**config.mk**
```make
export PLATFORM = sky130hd
export DESIGN_NAME = flex_counter
export DESIGN_NICKNAME = d
export VERILOG_FILES = /design/src/rtl/flex_counter.sv
export SDC_FILE = /design/constraint.sdc
export NUM_CORES = 1
export LEC_CHECK = 0
export ABC_AREA = 0
export BUFFER_PORTS_ARGS = -buffer_cell sky130_fd_sc_hd__buf_2
export CORE_AREA = 4 4 41 43
export DETAILED_ROUTE_END_ITERATION = 7
export DIE_AREA = 0 0 45 47
export GPL_TIMING_DRIVEN = 0
export PLACE_DENSITY = 0.73
export RECOVER_POWER = 100
export SLEW_MARGIN = 5
export SYNTH_ARGS = -nofsm -noshare
export SYNTH_HDL_FRONTEND = slang
export SYNTH_SLANG_ARGS = --single-unit
```
**constraint.sdc**
```tcl
create_clock -name clk -period 2.25 [get_ports clk]
set_input_delay 0.225 -clock clk [delete_from_list [all_inputs] [get_ports clk]]
set_output_delay 0.225 -clock clk [all_outputs]
set_load 0.1 [all_outputs]
```
**src/rtl/flex_counter.sv**
```systemverilog
`default_nettype none
// ============================================================================
// Module   : flex_counter
// Purpose  : Up-counter over 1..rollover_val with a registered rollover flag.
// Revision : 1.0 - initial release
// ============================================================================
module flex_counter #(
  parameter int NUM_CNT_BITS = 4
) (
  input  logic                    clk,
  input  logic                    n_rst,
  input  logic                    clear,
  input  logic                    count_enable,
  input  logic [NUM_CNT_BITS-1:0] rollover_val,
  output logic [NUM_CNT_BITS-1:0] count_out,
  output logic                    rollover_flag
);

  localparam logic [NUM_CNT_BITS-1:0] C_ZERO = '0;
  localparam logic [NUM_CNT_BITS-1:0] C_ONE  = {{(NUM_CNT_BITS-1){1'b0}}, 1'b1};

  logic [NUM_CNT_BITS-1:0] next_count;

  // Rollover restarts at 1, so 0 only appears after clear, reset or a wrap.
  always_comb begin
    next_count = count_out;
    if (clear) begin
      next_count = C_ZERO;
    end else if (count_enable) begin
      if (count_out == rollover_val) begin
        next_count = C_ONE;
      end else begin
        next_count = count_out + C_ONE;
      end
    end
  end

  // Flag is derived from next_count so it aligns with count_out in the same cycle.
  always_ff @(posedge clk) begin
    if (n_rst) begin
      count_out     <= C_ZERO;
      rollover_flag <= 1'b0;
    end else begin
      count_out     <= next_count;
      rollover_flag <= (next_count == rollover_val);
    end
  end

endmodule
`default_nettype wire

```
Word level (Yosys, flattened, before mapping)
Cells that the tools add are included.

Add/subtract/negate cells: 1. Eq/ne operators: 2. Muxes and demuxes: 3.

Operator list (number): $mux 4 (3); $eq 4x4->1 (2); $add 4x1->4 const B (1).

Flip-flop bits (word level): 5. Bits of input ports: 8. Output and inout bits: 5.

Logic depth before layout (Yosys ltp)
Word-level depth: 5. Mapped depth: 7.

Worst setup path before layout
OpenSTA, ideal clock, no wires.

Path kind: flip-flop to flip-flop. Start point: reg count_out[0]. End point: reg rollover_flag. Library setup time: 61 ps. Arrival: 2159 ps. Slack: 30 ps. Stages on the path, launching flop included: 7. Path buffers: 1. Period minus slack after synthesis: 2220 ps. Cells stage by stage: dfxtp_1 buf_6 xnor2_1 nand4_1 or4b_1 o211ai_1 and4_1.

Cells in the longest elaborated chain, start to end: 5.

Ends and longest elaborated chain: start: declaration (line 15) `output logic [NUM_CNT_BITS-1:0] count_out,`; start signal: assignment (line 44) `count_out <= next_count;`; $add 4x1->4 or $eq 4x4->1 (tied branches) (line 33, 30); $mux 4 (line 30) `if (count_out == rollover_val) begin`; $mux 4 * (line 29) `end else if (count_enable) begin`; $mux 4 * (line 27) `if (clear) begin`; $eq 4x4->1 * (line 45) `rollover_flag <= (next_count == rollover_val);`; end signal: assignment (line 45); end: declaration (line 16) `output logic rollover_flag`.

Mark *: on every way between the ends. The rest lies on a longest branch, timed or not. A chain may end at the register's enable or synchronous reset.

Final worst setup path
Same ends and word-level chain as after synthesis.

==> key figures <==
Outcome
  • Outcome: finished, final reports clean

Pwr
  • PD cells: 397 mW/mm²
  • Worst VDD drop: 181 µV
  • P_leak: between 0.2 and 0.25 nW

Clock network
  • H-tree depth: 1
  • Post-CTS Setup Bufs: 0
  • CTS buffer count: 3
  • Clock sink count: 5
  • Clk_lat worst skew: 0.24 ns
  • Post-CTS Hold Fix Bufs: 0
  • CTS Buffer Depth: 2
  • CTS Root Cell: clkbuf_4
  • PostCTS Resize Cnt: 0
  • TritonCTS clock tree: yes
  • Worst-path clk slew: 0.05 ns

Final layout
  • ANT cells: 0
  • Final Instance Area: 662 µm²
  • Final Util: 50.9%
  • Share of layout cells above drive strength 1: 17.4%
  • # nets final: 102
  • Synth-to-Final Area Change: 16.3%
  • Fill count: between 100 and 150

Timing
  • Tightest Pin Transition: around 1.2 ns
  • Final min period: 1.79 ns
  • Setup Viol. Count Final: 0
  • Max Slew Vio Count: 0
  • Skew final: 0.00816 ns
  • Relative slew margins: 22.9%
  • Final worst slack: 0.455 ns
  • Final setup TNS: 0 ns
  • Fmax: 557 MHz
  • Final Hold Viols: 0
  • Unrepaired setup endpoints after global routing: false
  • Final Cycle Share: 79.8%

Detailed routing
  • DRC: 0
  • Total wire length: between 1 and 1.5 mm
  • Average wire per cell in the routed design: 11.7 µm
  • 1st-iter DRT viols: 25
  • Total number of vias: 592
  • Detail-routed via count per cell: 5.53
  • Final ANT Viol Nets: 0
  • Drt pass-1 iters: 4

Synthesis
  • Synth Register Bits: 5
  • XOR/XNOR Fraction of Synth Area: a little under a tenth
  • Synthesized area per cell: 7.39 µm²
  • Top area cells in the synthesized netlist: dfxtp_1 (18%), xnor2_1 (6.2%), buf_6 (5.9%)
  • Post-synthesis mux area share: between 1.5 and 2%
  • Top_reg_cell synth: dfxtp_1
  • Compound-cell area share of the yosys netlist: 23.1%
  • Simple-gate share of the synthesized area: 35.2%
  • Main combinational cell family by area after synthesis: simple AND/OR/NAND/NOR gates
  • Syn Nets: 86
  • Sequential area share after synthesis: 17.6%
  • Library cells used by synthesis: 34
  • Post-synth EDFFs: 0
  • Async S/R FF share, synth: 0%
  • Synth top cells by count: nor2_1 (6), dfxtp_1 (5), nand2_1 (5), nand2b_1 (5), nand3_1 (5)
  • Area of the mapped netlist: 569 µm²
  • Synth top area share: 17.6%
  • Cell taking the most area after synthesis: dfxtp_1
  • Count leader, synth: nor2_1
  • Synthesized netlist cell count: 77
  • Synth Area in Adders: 2.20%
  • Synth warn: 0

Floorplanning
  • Io pins: 13
  • Die area: 0.00212 mm²
  • Rows: 13
  • Core box area: between 0.001 and 0.0015 mm²
  • Initial Util: 43.8%
  • Die Y: 47 µm
  • Chip width: between 40 and 50 µm

Place
  • Place WS: 0.569 ns
  • Placed Area: 643 µm²
  • Post-DP HPWL: 951 µm
  • Final GP Congestion: 0.845
  • Buffers on Ports: 11

Critical path
  • Crit-path cells: buf_6 > xnor2_1 > nand4_1 > clkbuf_1 > a2111oi_0 > and4_1
  • Number of buffers and inverters on the critical path: 2
  • Crit-path slowest cell: a2111oi_0
  • Worst Path Max Fanout: 10
  • Crit path max-delay family: compound AO/OA/AOI/OAI gates
  • Arrival time at the worst endpoint: 1.96 ns
  • Worst setup SP type: flop
  • Crit Path Category: flop to flop
  • CP max stage delay: roughly 0.43 ns
  • Critical path data required time: 2.42 ns
  • Crit. End Element: flop

GRT
  • Largest net degree at the start of global routing: 11
  • First-pass GRT wire length: between 1.5 and 2 mm
  • GRT Total Usage: 12.1%
  • Initial antenna violation count: 0
  • Vias in the first global route: 453
  • GRT overflow: 0

Min path
  • Hold Crit Class: input pin to flop

Run
  • Number of max-cap violations: 0
-- registers in the layout, indices dropped and copies added (netlist names) --
| name | flops |
|---|---|
| count_out | 4 |
| rollover_flag | 1 |
-- per-stage QoR --
| stage | hold slack (ns) | cells | power (mW) |
|---|---|---|---|
| after floorplan | 0.301 | 77 | 0.143 |
| after global placement | 0.447 | 103 | 0.161 |
| after detailed placement | 0.450 | 103 | 0.162 |
| after CTS | 0.201 | 107 | 0.263 |
| after global routing | 0.211 | 107 | 0.275 |
| final | 0.198 | 107 | 0.263 |
-- area by class of cell --
cell class / instances / area (µm²) / share of cell area [%]
plain buffers: 8 / 57.6 / 8.70
clock buffers: 4 / 26.3 / 3.97
inverters: 1 / 3.75 / 0.567
multi-input cells: 63 / 407 / 61.4
flip-flops and latches: 5 / 100 / 15.1
well taps: 15 / 18.8 / 2.84
repair buffers: 11 / 48.8 / 7.37
-- final timing paths --
| path | from | cells after the start | end | slack [ns] |
|---|---|---|---|---|
| setup / recovery | count_out[0]$_SDFF_PP0_ | 6 | rollover_flag$_SDFF_PP0_ | 0.46 |
| setup reg to reg | count_out[0]$_SDFF_PP0_ | 6 | rollover_flag$_SDFF_PP0_ | 0.46 |
| hold / removal | n_rst | 2 | count_out[2]$_SDFF_PP0_ | 0.20 |
| hold reg to reg | count_out[0]$_SDFF_PP0_ | 2 | count_out[0]$_SDFF_PP0_ | 0.64 |
-- routing by layer --
metal	vias to the layer above	GRT usage, %	part of all wire (%)
li1	311	-	-
met1	268	16.6	50
met2	13	19.2	45
met3	0	2.30	5.2
met4	0	3.51	0
met5	-	0	0
-- where the power goes --
group | internal, mW | switching (mW)
clock | 0.0670 | 0.0351
combinational | 0.0254 | 0.0432
sequential | 0.0904 | 0.00148
total | 0.183 | 0.0799
-- cell usage in the layout, fill, tap and decap left out, types with 4 or more instances in the layout --
cell type  count
a21oi_1        4
nand3_1        5
clkbuf_1       9
xnor2_1        4
nand2b_1       5
dfxtp_1        5
a31oi_1        4
buf_2          7
nand2_1        5
nor2_1         6
-- cells by family (layout without fill, tap and decap cells) --
family / Yosys count / in the layout
buffers and inverters: 9 / 24
AOI/OAI and AO/OA: 20 / 20
DFF: 5 / 5
xor gates and xnor gates: 5 / 5
and+or+nand+nor: 36 / 36
muxes: 1 / 1
adders and majority gates: 1 / 1
No activity file was read; power rests on OpenSTA's default activity.
